## src/rtl/hit_led_pkg.sv

```systemverilog
// Shared lane state encoding and counter sizing for the hit LED driver.
package hit_led_pkg;

   typedef enum logic [1:0] {
      ST_IDLE = 2'd0,
      ST_HOLD = 2'd1,
      ST_GAP  = 2'd2
   } lane_state_t;

   // One counter sized for the longest of the hold, gap and blink intervals.
   function automatic int cnt_width(input int hold, input int gap, input int blink);
      int m;
      m = hold;
      if (gap > m) m = gap;
      if (blink > m) m = blink;
      return $clog2(m + 1);
   endfunction

endpackage

```

## src/rtl/hit_led_lane.sv

```systemverilog
// One LED lane: stretches a hit pulse into a hold window with a forced off-gap on retrigger.
// LED_BLINK_EN adds a phase register that blinks the lamp during HOLD.
module hit_led_lane
   import hit_led_pkg::*;
#(
   parameter int HOLD_TICKS  = 80,
   parameter int GAP_TICKS   = 20,
   parameter int BLINK_TICKS = 10
) (
   input  logic clk,
   input  logic rst,
   input  logic en,
   input  logic tick,
   input  logic hit,
   output logic led,
   output logic active
);

   localparam int CW = cnt_width(HOLD_TICKS, GAP_TICKS, BLINK_TICKS);
   localparam logic [CW-1:0] HOLD_LD = CW'(HOLD_TICKS);
   localparam logic [CW-1:0] GAP_LD  = CW'(GAP_TICKS);
   localparam logic [CW-1:0] ONE     = CW'(1);

   lane_state_t   state, state_nxt;
   logic [CW-1:0] cnt, cnt_nxt;
   logic          hold_entry;
   logic          led_d;

   // A hit always wins over a same-cycle tick; in GAP the hit is dropped.
   always_comb begin
      state_nxt  = state;
      cnt_nxt    = cnt;
      hold_entry = 1'b0;
      if (!en) begin
         state_nxt = ST_IDLE;
         cnt_nxt   = '0;
      end else begin
         case (state)
            ST_IDLE: begin
               if (hit) begin
                  state_nxt  = ST_HOLD;
                  cnt_nxt    = HOLD_LD;
                  hold_entry = 1'b1;
               end
            end
            ST_HOLD: begin
               if (hit) begin
                  if (GAP_TICKS == 0) begin
                     cnt_nxt    = HOLD_LD;
                     hold_entry = 1'b1;
                  end else begin
                     state_nxt = ST_GAP;
                     cnt_nxt   = GAP_LD;
                  end
               end else if (tick) begin
                  if (cnt == ONE) begin
                     state_nxt = ST_IDLE;
                     cnt_nxt   = '0;
                  end else begin
                     cnt_nxt = cnt - ONE;
                  end
               end
            end
            ST_GAP: begin
               if (tick) begin
                  if (cnt == ONE) begin
                     state_nxt  = ST_HOLD;
                     cnt_nxt    = HOLD_LD;
                     hold_entry = 1'b1;
                  end else begin
                     cnt_nxt = cnt - ONE;
                  end
               end
            end
            default: begin
               state_nxt = ST_IDLE;
               cnt_nxt   = '0;
            end
         endcase
      end
   end

`ifdef LED_BLINK_EN
   localparam logic [CW-1:0] BLINK_LD = CW'(BLINK_TICKS);

   logic          phase, phase_nxt;
   logic [CW-1:0] bcnt, bcnt_nxt;

   // Phase restarts lit on every HOLD entry so each window begins visibly on.
   always_comb begin
      phase_nxt = phase;
      bcnt_nxt  = bcnt;
      if (hold_entry) begin
         phase_nxt = 1'b1;
         bcnt_nxt  = BLINK_LD;
      end else if (state == ST_HOLD && state_nxt == ST_HOLD && tick) begin
         if (bcnt == ONE) begin
            phase_nxt = ~phase;
            bcnt_nxt  = BLINK_LD;
         end else begin
            bcnt_nxt = bcnt - ONE;
         end
      end
      led_d = (state_nxt == ST_HOLD) && phase_nxt;
   end

   always_ff @(posedge clk or posedge rst) begin
      if (rst) begin
         phase <= 1'b0;
         bcnt  <= '0;
      end else begin
         phase <= phase_nxt;
         bcnt  <= bcnt_nxt;
      end
   end
`else
   assign led_d = (state_nxt == ST_HOLD);
`endif

   always_ff @(posedge clk or posedge rst) begin
      if (rst) begin
         state <= ST_IDLE;
         cnt   <= '0;
         led   <= 1'b0;
      end else begin
         state <= state_nxt;
         cnt   <= cnt_nxt;
         led   <= led_d;
      end
   end

   assign active = (state_nxt != ST_IDLE);

endmodule

```

## src/rtl/hit_led_driver.sv

```systemverilog
// Hit-to-LED driver: shared tick prescaler, NUM_CH independent lanes, registered busy.
// Optional blink mode is enabled by defining LED_BLINK_EN.
module hit_led_driver
   import hit_led_pkg::*;
#(
   parameter int NUM_CH      = 4,
   parameter int TICK_DIV    = 100000,
   parameter int HOLD_TICKS  = 80,
   parameter int GAP_TICKS   = 20,
   parameter int BLINK_TICKS = 10
) (
   input  logic              clk,
   input  logic              rst,
   input  logic              en,
   input  logic [NUM_CH-1:0] hit,
   output logic [NUM_CH-1:0] led,
   output logic              busy
);

   localparam int PW = (TICK_DIV > 1) ? $clog2(TICK_DIV) : 1;

   logic              tick;
   logic [NUM_CH-1:0] active;

   if (TICK_DIV == 1) begin : g_nodiv
      assign tick = 1'b1;
   end else begin : g_div
      localparam logic [PW-1:0] LAST = PW'(TICK_DIV - 1);
      logic [PW-1:0] pcnt;

      // Held at 0 while disabled so enabling always starts a full tick period.
      always_ff @(posedge clk or posedge rst) begin
         if (rst)               pcnt <= '0;
         else if (!en)          pcnt <= '0;
         else if (pcnt == LAST) pcnt <= '0;
         else                   pcnt <= pcnt + PW'(1);
      end

      assign tick = (pcnt == LAST);
   end

   for (genvar i = 0; i < NUM_CH; i++) begin : g_lane
      hit_led_lane #(
         .HOLD_TICKS (HOLD_TICKS),
         .GAP_TICKS  (GAP_TICKS),
         .BLINK_TICKS(BLINK_TICKS)
      ) u_lane (
         .clk   (clk),
         .rst   (rst),
         .en    (en),
         .tick  (tick),
         .hit   (hit[i]),
         .led   (led[i]),
         .active(active[i])
      );
   end

   always_ff @(posedge clk or posedge rst) begin
      if (rst) busy <= 1'b0;
      else     busy <= |active;
   end

endmodule

```

## config.mk

```make
export PLATFORM = sky130hd
export DESIGN_NAME = hit_led_driver
export DESIGN_NICKNAME = d
export VERILOG_FILES = /design/src/rtl/hit_led_pkg.sv /design/src/rtl/hit_led_lane.sv /design/src/rtl/hit_led_driver.sv
export SDC_FILE = /design/constraint.sdc
export NUM_CORES = 1
export LEC_CHECK = 0
export CELL_PAD_IN_SITES_DETAIL_PLACEMENT = 0
export CELL_PAD_IN_SITES_GLOBAL_PLACEMENT = 2
export CORE_MARGIN = 3
export CORE_UTILIZATION = 40
export DETAILED_ROUTE_END_ITERATION = 12
export GPL_TIMING_DRIVEN = 0
export PLACE_DENSITY_LB_ADDON = 0.1
export SLEW_MARGIN = 20
export SYNTH_ARGS = -nofsm -noshare
export SYNTH_HDL_FRONTEND = slang
export SYNTH_SLANG_ARGS = --single-unit
export TNS_END_PERCENT = 30
```

## constraint.sdc

```tcl
create_clock -name clk -period 6 [get_ports clk]
set_input_delay 0.9 -clock clk [delete_from_list [all_inputs] [get_ports clk]]
set_output_delay 0.9 -clock clk [all_outputs]
set_load 0.01 [all_outputs]
```

== Yosys cells after proc, flatten, opt, wreduce, memory -nomap -nowiden ==
Cells that the tools add are included.

* Add/sub/neg operators: 5
* Reduce and logical (&&, ||, !) cells: 13
* Equality and inequality tests: 29
* Muxes and demuxes: 66

{| class="wikitable"
|+ Operators with widths
! kind !! number
|-
| $mux 7 || 28
|-
| $pmux 7 s3 || 4
|-
| $mux 2 || 28
|-
| $mux 17 || 2
|-
| $eq 7x1->1 const B || 4
|-
| $sub 7x1->7 const B || 4
|-
| $pmux 2 s3 || 4
|-
| $ne 3x3->1 const B || 7
|-
| $add 17x1->17 const B || 1
|-
| $eq 17x17->1 const B || 1
|-
| $eq 2x1->1 const B || 8
|-
| $ne 4x4->1 const B || 3
|-
| $reduce_and 3->1 || 4
|-
| $eq 2x2->1 const B || 4
|-
| $logic_not 2->1 || 4
|-
| $reduce_bool 2->1 || 4
|-
| $ne 4x3->1 const B || 1
|-
| $reduce_or 4->1 || 1
|-
| $ne 3x2->1 const B || 1
|}

* Word-level logic and storage cells: 127
* Input port bits: 7
* Output and inout port bits: 5
* Bits in registers: 58

== Logic depth before layout (Yosys ltp) ==
* Depth in word-level cells: 8
* Gate-level depth with buffers: 9
* Mapped depth without buffers: 8

== By module ==
From an unflattened synthesis, not the netlist that was laid out.

* Cells, all modules: 394
* Area total of the unflattened synthesis: 3,832.4 um^2

{| class="wikitable"
|+ By module, submodules not included
! module !! seq. area each (um^2) !! area an instance (um^2) !! times used !! cells an instance
|-
| hit_led_lane || 250.2 || 720.7 || 4 || 76
|-
| hit_led_driver || 450.4 || 949.7 || 1 || 90
|}

== Worst setup path before layout ==
No wires, ideal clock.

* Path type: register -> register
* Start: register g_div.pcnt[0]
* End: register g_lane[3].u_lane.cnt[2]
* Clock period less this slack: 2.052 ns
* Cell stages (with the launch flop): 9
* Path buffers: 2
* Data required time: 5.875 ns
* Path slack: 3.948 ns
* Data arrival time: 1.928 ns
* Library setup time: 0.125 ns
* Path through: dfrtp_1 > ha_1 > and4_4 > nand4_2 > buf_6 > o31ai_1 > a21o_1 > buf_4 > mux2_2

* Longest elaborated chain between the ends: 3
* Elaborated cells on any way between the ends: 4
* Those cells by class: eq/ne (3); reduce/logical (1)

{| class="wikitable"
|+ RTL lines
! item !! line !! source
|-
| from (decl) || hit_led_driver.sv:29 || <nowiki>logic [PW-1:0] pcnt;</nowiki>
|-
| from (signal assigned) || hit_led_driver.sv:36 || <nowiki>else pcnt <= pcnt + PW'(1);</nowiki>
|-
| $eq 17x17->1 (*) || hit_led_driver.sv:39 || <nowiki>assign tick = (pcnt == LAST);</nowiki>
|-
| $ne 4x4->1 (no source line) / $ne 3x3->1 (equally long branches) || -- ||
|-
| $reduce_and 3->1 (no source line) (*) || -- ||
|-
| to (signal assigned) || hit_led_lane.sv:127 || <nowiki>cnt <= cnt_nxt;</nowiki>
|-
| to (decl) || hit_led_lane.sv:25 || <nowiki>logic [CW-1:0] cnt, cnt_nxt;</nowiki>
|}

Mark *: on every way between the ends. The rest lies on a longest branch, timed or not.
A chain may end at the register's enable or synchronous reset.

== Worst setup path after layout ==
* Start: register g_div.pcnt[0]
* End: register busy

* Longest elaborated chain between the ends: 7
* Elaborated cells on any way between the ends: 26
* Those cells by class: eq/ne (1); mux (20); reduce/logical (5)

{| class="wikitable"
|+ RTL lines
! item !! line !! source
|-
| $eq 17x17->1 (*) || hit_led_driver.sv:39 ||
|-
| $mux 2 || hit_led_lane.sv:55 || <nowiki>end else if (tick) begin</nowiki>
|-
| $mux 2 || hit_led_lane.sv:47 || <nowiki>if (hit) begin</nowiki>
|-
| $pmux 2 s3 || hit_led_lane.sv:38 || <nowiki>case (state)</nowiki>
|-
| $mux 2 || hit_led_lane.sv:34 || <nowiki>if (!en) begin</nowiki>
|-
| $reduce_bool 2->1 || hit_led_lane.sv:132 || <nowiki>assign active = (state_nxt != ST_IDLE);</nowiki>
|-
| $reduce_or 4->1 (*) || hit_led_driver.sv:60 || <nowiki>else busy <= |active;</nowiki>
|-
| to (signal assigned) || hit_led_driver.sv:60 ||
|-
| to (decl) || hit_led_driver.sv:17 || <nowiki>output logic busy</nowiki>
|}

Marked as above.

==> summary.txt <==
STA
  • Fin Hold WS: ~0.51 ns
  • RSZ-0062 raised after global routing: no
  • Fmax: between 300 and 400 MHz
  • Post-route minimum period: roughly 2.5 ns
  • Clk_skew: 0.0101 ns
  • PnR worst setup slack: between 3 and 4 ns
  • Final hold violations: 0
  • Worst-margin pin slew: about 0.56 ns
  • Count of final setup violators: 0
  • Setup tns final: 0 ns
  • Final period util: 42.4%
  • Slew HR: 62.5%
  • Slew Viols, Final: 0

Final layout
  • Layout cells sized above 1: a little under an eighth
  • Fin nets: around 440
  • Area Growth Syn to Fin: 12.7%
  • # fillers: between 800 and 900
  • Antenna fix cells: 0
  • Non-Filler Instances: 532

Critical path
  • Setup crit start kind: flip-flop
  • Family with the most delay on the worst path: simple AND/OR/NAND/NOR gates
  • Worst EP required: about 6 ns
  • Critical Path Max Stage Delay: between 0.4 and 0.5 ns
  • Worst path bufs/invs: 1
  • Kind of critical path: flip-flop to flip-flop
  • Critical Path AT: around 2.7 ns
  • Cells along the critical path: ha_1 -> and4_4 -> nand4_2 -> buf_6 -> nor3_1 -> o21ai_0 -> o41ai_1 -> nand4bb_1
  • Crit-path slowest cell: dfrtp_1
  • Crit path capture type: flip-flop
  • Crit-path max FO: 10

Flow run
  • Max-Cap Viols: 0

Power
  • PD cells: about 250 nW/um2
  • Combinational Power Share: about 22%
  • Clk network pwr share: 33.1%
  • Net Sw Frac: a little under a third
  • Net switching power figure: approximately 0.32 mW
  • Flop pwr share: 44.8%
  • Lkg Pwr: roughly 1.7 nW
  • Peak VDD IR: ~0.00012 V
  • Int Pwr: roughly 0.68 mW

Global route
  • First-pass GRT wire length: ~14 mm
  • Initial antenna violation count: 0
  • Largest net degree at the start of global routing: 46
  • Vias in the first global route: roughly 3000
  • Global Route Usage Sum: approximately 17%
  • Global route overflow: 0

Synthesis
  • Syn avg cell area: a little under 9 um2
  • Synth top area cells: dfrtp_1, o21ai_0, nor2_1, nand2_1, xor2_1
  • Most common cell in the synthesized netlist: dfrtp_1
  • Sequential fraction of the synthesis area: about two fifths
  • Post-Syn Nets: 415
  • Mapped Cells: ~400
  • YS warnings: 0
  • Asr flop ratio synth: 100%
  • Post-synth EDFFs: 0
  • Prevailing post-synth register cell: dfrtp_1
  • Synth top area share: about 40%
  • Register bit total from synthesis: between 50 and 60
  • Most frequent cells after synthesis: dfrtp_1, nor2_1, o21ai_0, nand2_1
  • Mapped Area: around 3500 um2
  • Synth unique cells: 66
  • Synth area leader: dfrtp_1

Clock tree
  • Clk sinks: 58
  • CTS Hold Bufs: 0
  • CTS buffer count: 9
  • # Post-CTS Setup Buffers: 0
  • Longest Clk Path Bufs: 2
  • H-tree Lvls: 3
  • Clock Pin Slew Worst Setup and Hold Paths: ~0.08 ns
  • Post-cts sizing count: 0
  • TritonCTS clock tree: yes
  • Root Buffer: clkbuf_8
  • Clock Latency Late Sink: ~0.34 ns

Floorplanning
  • Die area: around 10000 um2
  • Ports: 12
  • Starting density of the core: 42.1%
  • Chip Height: 100 um
  • Core ar.: 8420 um2
  • Die extent in x: approximately 100 um
  • Num rows: 33

Route
  • DRT Pass-1 Iters: 4
  • Post-route DRC violation count: 0
  • Vias post-DR: 2902
  • DRT Wirelength: around 7.8 mm
  • WL/cell: between 10 and 15 um
  • Initial DRC count: roughly 140
  • Post-DR vias/cell: roughly 5.5
  • Post-route ant nets: 0

Place
  • Final GP Congestion: between 0.7 and 0.8
  • Pre-CTS setup slack: 3.10 ns
  • IO Port Bufs: 11
  • Hpwl dp: 5.59 mm
  • Inst Count DP: 516

Worst hold path
  • Tightest Hold Check Type: flip-flop to flip-flop

Run status
  • Run status: finished clean
state kept, by name, summed over array words and instances, names as in the netlist:
signal / count
g_lane.u_lane.state: 8
busy: 1
g_lane.u_lane.cnt: 28
g_lane.u_lane.led: 4
g_div.pcnt: 17
final cells by class:
| class | instances | area (um2) | area share (%) |
|---|---|---|---|
| inverter | 20 | 77.6 | 1.94 |
| clock buffer | 10 | 138 | 3.44 |
| timing repair buffer | 12 | 138 | 3.44 |
| tap | 105 | 131 | 3.28 |
| buffer | 17 | 113 | 2.81 |
| clock inverter | 6 | 42.5 | 1.06 |
| sequential | 58 | 1450 | 36.3 |
| multi-input combinational | 304 | 1910 | 47.7 |
routing by layer:
metal	part of all wire (%)	track usage, %	up-vias
met5	0	0	-
met4	0.90	5.28	0
met3	2.9	3.89	8
met2	45	26.1	44
met1	51	23.8	1396
li1	-	-	1454
worst min-delay path, cell delays in order, from the launching register on:
cell and delay (ns):
dfrtp_1 0.36, nand2_1 0.05, o31ai_1 0.06
cells by family (layout without fill, tap and decap cells):
kind of cell / after synthesis / in the layout / synth area share [%]
AO/OA/AOI/OAI: 97 / 97 / 18.0
multiplexers: 6 / 6 / 1.73
flip-flops: 58 / 58 / 40.9
adder cells (fa/ha/maj): 9 / 9 / 3.17
buffers and inverters: 37 / 65 / 5.29
AND/OR/NAND/NOR: 168 / 168 / 25.0
XOR/XNOR: 24 / 24 / 5.92
worst paths after layout:
kind | startpoint | endpoint | slack, ns | depth (start not counted)
max reg2reg | g_div.pcnt[0]$_DFF_PP0_ | busy$_DFF_PP0_ | 3.45 | 8
min in group asynchronous | rst | g_lane[1].u_lane.cnt[6]$_DFFE_PP0P_ | 0.83 | 2
min | g_lane[0].u_lane.cnt[1]$_DFFE_PP0P_ | g_lane[0].u_lane.cnt[1]$_DFFE_PP0P_ | 0.51 | 2
max in group asynchronous | rst | g_lane[0].u_lane.cnt[4]$_DFFE_PP0P_ | 4.69 | 3
max | g_div.pcnt[0]$_DFF_PP0_ | busy$_DFF_PP0_ | 3.45 | 8
min reg2reg | g_lane[0].u_lane.cnt[1]$_DFFE_PP0P_ | g_lane[0].u_lane.cnt[1]$_DFFE_PP0P_ | 0.51 | 2
cell usage in the layout (no fill, tap or decap), types with 9 or more instances in the layout:
| cell | Yosys | routed |
|---|---|---|
| dfrtp_1 | 58 | 58 |
| nor2_1 | 45 | 45 |
| o21ai_0 | 34 | 34 |
| nand2_1 | 32 | 32 |
| a21oi_1 | 20 | 20 |
| inv_1 | 20 | 19 |
| nand3_1 | 15 | 15 |
| xor2_1 | 13 | 13 |
| nor3_1 | 12 | 12 |
| clkbuf_8 | 2 | 12 |
| xnor2_1 | 11 | 11 |
| clkdlybuf4s50_1 | 0 | 11 |
| o31ai_1 | 10 | 10 |
| ha_1 | 9 | 9 |
power by group through the flow:
stage / logic [mW] / registers [mW] / clock network (mW)
2_1_floorplan: 0.169 / 0.445 / 0
3_3_place_gp: 0.215 / 0.452 / 0
3_5_place_dp: 0.220 / 0.451 / 0
4_1_cts: 0.221 / 0.444 / 0.342
5_1_grt: 0.250 / 0.449 / 0.359
6_report: 0.220 / 0.445 / 0.329
through the flow:
stage	instance area (um2)	total power, mW	utilization, %
after floorplan	3550	0.614	-
after CTS	4000	1.01	47.5
after global placement	3790	0.667	45.0
after global routing	4000	1.06	47.5
after detailed placement	3820	0.671	45.4
final	4000	0.993	47.5
Note: power is estimated with default switching activity, not from simulation.
==> patch 1: new RTL, same flow settings <==
Put a register stage on the output `led`, with the module's reset. The value now appears one clock later. The other outputs are not delayed to match.
--- a/src/rtl/hit_led_driver.sv
+++ b/src/rtl/hit_led_driver.sv
@@ -19,4 +19,6 @@
 
    localparam int PW = (TICK_DIV > 1) ? $clog2(TICK_DIV) : 1;
+
+   logic [NUM_CH-1:0] led_c;
 
    logic              tick;
@@ -51,5 +53,5 @@
          .tick  (tick),
          .hit   (hit[i]),
-         .led   (led[i]),
+         .led   (led_c[i]),
          .active(active[i])
       );
@@ -61,4 +63,12 @@
    end
 
+   always_ff @(posedge clk or posedge rst) begin
+      if (rst) begin
+         led <= '0;
+      end else begin
+         led <= led_c;
+      end
+   end
+
 endmodule
 
Behaviour: not the same (a bounded check fails within 4 cycles, from zero or initial values and one cycle with rst high).
==> patch 1 against the original RTL <==
Global-route usage increased by 0.21 points. Clock skew shrank 0.0018 ns. Clock power decreased by 6%. Critical path depth shrank 3. Design area fell by 1.5%. Fmax decreased by 7.6%. Sequential cell count grew 4. Area after synthesis shrank 1.0%. Setup slack worse by 0.21 ns. Total power fell by 1.5%. Routed wire length is 0.65% lower. Critical path type is now in -> reg. Largest power group unchanged.
==> patch 1: results (changes against the original RTL) <==
STATUS='finished clean'  # unchanged
DIODES=0  # unchanged
CP.ARRIVAL_NS=2.99  # was 2.72 ns
CRITICAL_PATH.MAX_FANOUT=10  # unchanged
FINALCLOCKSKEW_NS=0.008307  # was 0.01006 ns
POWER.IR.VDD_WORST_V=0.0001055  # was 0.0001221 V
SYNTH.NET_COUNT=419  # was 415
SYNTH_XOR_AREA_SHARE_PCT=6.481  # was 5.922%
LARGEST_REGISTERS='g_lane.u_lane.cnt x28, g_div.pcnt x17, g_lane.u_lane.state x8'  # unchanged
GRT_PASS1_VIAS=2836  # was 2934
SYNTH_WARNINGS=0  # unchanged
YOSYS-MUX-AREA-FRACTION_PCT=0.2849  # was 1.727%
WORSTSKEWPAIRLATENCY_NS=0.34  # about the same
GLOBAL_ROUTE_USAGE_OVER_ALL_LAYERS_PCT=17.20  # was 16.99%
PLACEMENT.IO_BUFFERS=11  # unchanged
INITIALDRTVIOLATIONCOUNT=150  # was 143
SEQ_AREA_FRAC_SYNTH_PCT=44.16  # was 40.89%
GLOBAL_ROUTE_WIRE_LENGTH_BEFORE_REPAIR_UM=13690  # was 13840 um
CTSHTREEMAXLEVEL=3  # unchanged
DRIVE_ABOVE_1_SHARE_PCT=6.294  # was 11.48%
GRT_START_MAX_NET_PINS=45  # was 46
DETAIL_ROUTE.FIRST_PASS.ITERATIONS=4  # unchanged
FINALNETCOUNT=442  # was 438
SYNTH_COMPOUND_GATE_AREA_SHARE_PCT=17.74  # was 18.05%
VIASPERCELL=5.408  # was 5.455
SYNTHESIZED_AREA_FRACTION_OCCUPIED_BY_ADDER_CELLS_PCT=3.205  # was 3.172%
LEAKAGE_uW=0.001681  # was 0.001735 uW
SYNTH_ASYNC_SR_FLOP_SHARE_PCT=100.0  # unchanged
CTSLONGESTPATHBUFFERS=2  # unchanged
HPWL_AFTER_DETAILED_PLACEMENT_UM=5510  # was 5587 um
WIRE_LENGTH_AFTER_DETAILED_ROUTING_UM=7768  # was 7819 um
WORST_SLEW_MARGIN_REL_PCT=62.23  # was 62.52%
POST_CTS_BUFFERS=0  # unchanged
NUMBER_OF_BUFFERS_ADDED_BY_THE_CLOCK_TREE_SYNTHESIS_STEP=9  # unchanged
NUMBER_OF_ANTENNA_VIOLATIONS_AT_THE_FIRST_CHECK_IN_GLOBAL_ROUTING=0  # unchanged
SYNTHDISTINCTLIBCELLS=54  # was 66
CTS_ROOT_BUFFER='clkbuf_8'  # unchanged
PLACE_CONGESTION=0.7835  # was 0.7623
CLK_PIN_SLEW_NS=0.07
YOSYS-TOP-CELLS-COUNT='dfrtp_1, nor2_1, nand2_1, o21ai_0, a21oi_1'  # was dfrtp_1, nor2_1, o21ai_0, nand2_1
MIN_PATH_TYPE='reg -> reg'  # unchanged
YOSYS-TOP-CELLS-AREA='dfrtp_1, o21ai_0, nor2_1, nand2_1, xor2_1'  # unchanged
NUMBER_OF_CELLS_UPSIZED_OR_DOWNSIZED_AFTER_CTS=0  # unchanged
patch 1: worst paths after layout:
check,start,depth (start not counted),slack (ns),endpoint
max in group asynchronous,rst,3,4.65,g_lane[2].u_lane.cnt[6]
hold reg to reg,g_lane[1].u_lane.led,0,0.35,led[1]
setup / recovery,en,5,3.25,g_lane[1].u_lane.cnt[5]
hold / removal,g_lane[1].u_lane.led,0,0.35,led[1]
min in group asynchronous,rst,2,0.86,g_lane[3].u_lane.cnt[5]
setup reg to reg,g_div.pcnt[0],9,3.55,g_lane[2].u_lane.cnt[5]
patch 1: cell families after synthesis:
group	count (synthesis)
XOR/XNOR	26
multiplexers	1
flip-flops	62
AND/OR/NAND/NOR	170
adder cells (fa/ha/maj)	9
AO/OA/AOI/OAI	104
buffers and inverters	31
patch 1: final cells by class:
cell class / count / area [um2]
multi-input combinational: 310 / 1841
sequential: 62 / 1551
fill: 821 / 4442
buffer: 13 / 53.80
tap: 105 / 131.4
clock buffer: 12 / 145.1
timing repair buffer: 12 / 137.6
inverter: 18 / 70.07
clock inverter: 2 / 10.01
patch 1: power by group:
part	switching, uW	total (uW)	leakage [uW]	internal, uW
registers	25.8	473	0.000830	447
logic	115	195	0.000769	80.3
clock network	155	310	0.0000821	156
patch 1: metrics by stage:
step	worst slack, ns	std cells	util [%]	hold WS, ns	instance area, um2
final	3.245	534	47.01	0.3490	3940
after global placement	2.362	519	44.80	0.3338	3755
after floorplan	3.559	403	-	0.3312	3513
after detailed placement	2.902	520	45.16	0.3364	3785
after global routing	3.114	534	47.01	0.3630	3940
after CTS	3.264	534	47.01	0.3522	3940
patch 1: critical path, cell delays in order:
cell	delay, ns
clkdlybuf4s50_1	0.64
clkbuf_1	0.41
o21ai_0	0.34
or3_4	0.42
o41ai_2	0.27
patch 1: layer usage:
layer / vias up / routed length (um) / part of all wire (%) / track usage (%)
met2: 30 / 3427 / 44 / 26.53
met3: 7 / 220 / 2.8 / 3.787
met4: 0 / 104 / 1.3 / 5.882
li1: 1456 / - / - / -
met1: 1395 / 4016 / 52 / 23.85
met5: - / 0 / 0 / 0
==> patch 2: new RTL, config.mk and constraints unchanged <==
Made on the original files. The option `LED_BLINK_EN` is turned on by a define.
--- a/src/rtl/hit_led_lane.sv
+++ b/src/rtl/hit_led_lane.sv
@@ -1,4 +1,6 @@
 // One LED lane: stretches a hit pulse into a hold window with a forced off-gap on retrigger.
 // LED_BLINK_EN adds a phase register that blinks the lamp during HOLD.
+`define LED_BLINK_EN
+
 module hit_led_lane
    import hit_led_pkg::*;
Formal check against the unedited RTL: same outputs for any inputs over 10 cycles, from zero or initial values and one cycle with rst high; that may be too few to reach the edited logic, so the function may still have changed.
==> patch 2 against the original RTL <==
Area after synthesis increased by 60%. Design area increased by 58%. Non-clock buffer count increased by 12. Via count increased by 68%. Sequential cell count increased by 32. Total power increased by 51%. Routed wire length increased by 80%. Largest power group unchanged. Sequential power increased by 49%. Setup slack got worse by 1.3 ns.
==> patch 2: results (changes against the original RTL) <==
STATUS='finished clean'  # unchanged
SEQPWRFRAC_PCT=44.2  # was 44.8%
WORST_SLEW_MARGIN_REL_PCT=42.11  # was 62.52%
DETAIL_ROUTE.WIRELENGTH.MET1_UM=6941  # was 3991 um
GLOBAL_ROUTE_USAGE_OVER_ALL_LAYERS_PCT=18.45  # was 16.99%
GLOBALROUTEMET3UTIL_PCT=4.222  # was 3.892%
GRT.MET1_USAGE_PCT=25.90  # was 23.81%
LEAKAGE_uW=0.002571  # was 0.001735 uW
INITIALDRTVIOLATIONCOUNT=316  # was 143
DETAIL_ROUTE.FIRST_PASS.ITERATIONS=5  # was 4
PLACE_CONGESTION=0.8028  # was 0.7623
MET2_LENGTH_UM=6465  # was 3533 um
CP.ARRIVAL_NS=4.13  # was 2.72 ns
FINAL_LAYOUT_FILL_CELL_COUNT=1314  # was 866
HPWL_AFTER_DETAILED_PLACEMENT_UM=9857  # was 5587 um
FINALCLOCKSKEW_NS=0.008145  # was 0.01006 ns
YOSYS-TOP-CELLS-AREA='dfrtp_1, o21ai_0, nor2_1, ha_1, a21oi_1'  # was dfrtp_1, o21ai_0, nor2_1, nand2_1, xor2_1
ROUTED-WL-MET3_UM=482  # was 223 um
GRT_START_MAX_NET_PINS=47  # was 46
SYNTH.NET_COUNT=661  # was 415
CTS_ROOT_BUFFER='clkbuf_16'  # was clkbuf_8
DRIVE_ABOVE_1_SHARE_PCT=7.704  # was 11.48%
GRT_PASS1_VIAS=4766  # was 2934
PLACEMENT.IO_BUFFERS=10  # was 11
YOSYS-TOP-CELLS-COUNT='dfrtp_1, nor2_1, o21ai_0, a21oi_1, inv_1'  # was dfrtp_1, nor2_1, o21ai_0, nand2_1
## patch 2: final cells by class
class | count | area share, %
multi-input combinational | 484 | 49.65
sequential | 90 | 35.66
clock buffer | 12 | 4.062
tap | 176 | 3.487
buffer | 30 | 2.477
inverter | 33 | 2.041
timing repair buffer | 11 | 2.021
clock inverter | 2 | 0.5944
## patch 2: final timing paths
kind	from	endpoint	slack, ns	depth (start not counted)
worst max-delay path	en	g_lane[3].u_lane.cnt[1]	2.11	7
worst min-delay path	g_div.pcnt[0]	g_div.pcnt[0]	0.49	1
worst max register to register	g_div.pcnt[0]	g_lane[1].u_lane.led	3.34	7
worst min register to register	g_div.pcnt[0]	g_div.pcnt[0]	0.49	1
max in group asynchronous	rst	g_lane[2].u_lane.cnt[5]	4.45	3
min in group asynchronous	rst	g_div.pcnt[2]	0.96	2
## patch 2: logic make-up (layout without fill, tap and decap cells)
family,count (synthesis),after routing,share of synthesized area [%]
fa+ha+maj,17,17,3.753
simple gates,264,264,26.78
flops,90,90,39.74
compound gates,173,173,19.96
buf+inv,63,88,4.945
mux,6,6,1.126
xor+xnor,24,24,3.709
## patch 2: metrics by stage
stage               total power [uW]  hold WS, ns  cells  area, um2  setup slack [ns]
floorplan                      869.3       0.4549    637       5668             2.765
global placement               939.5       0.4726    823       5988             1.075
detailed placement             944.7       0.4837    824       6021             1.828
CTS                             1528       0.4927    838       6315             2.167
global route                    1594       0.5234    838       6315             2.063
finish                          1504       0.4897    838       6315             2.115
## patch 2: critical path, stage by stage
cell	delay, ns
clkdlybuf4s50_1	0.65
buf_2	0.38
clkbuf_1	0.56
clkbuf_1	0.50
clkbuf_1	0.57
o21ai_0	0.30
o31ai_1	0.26
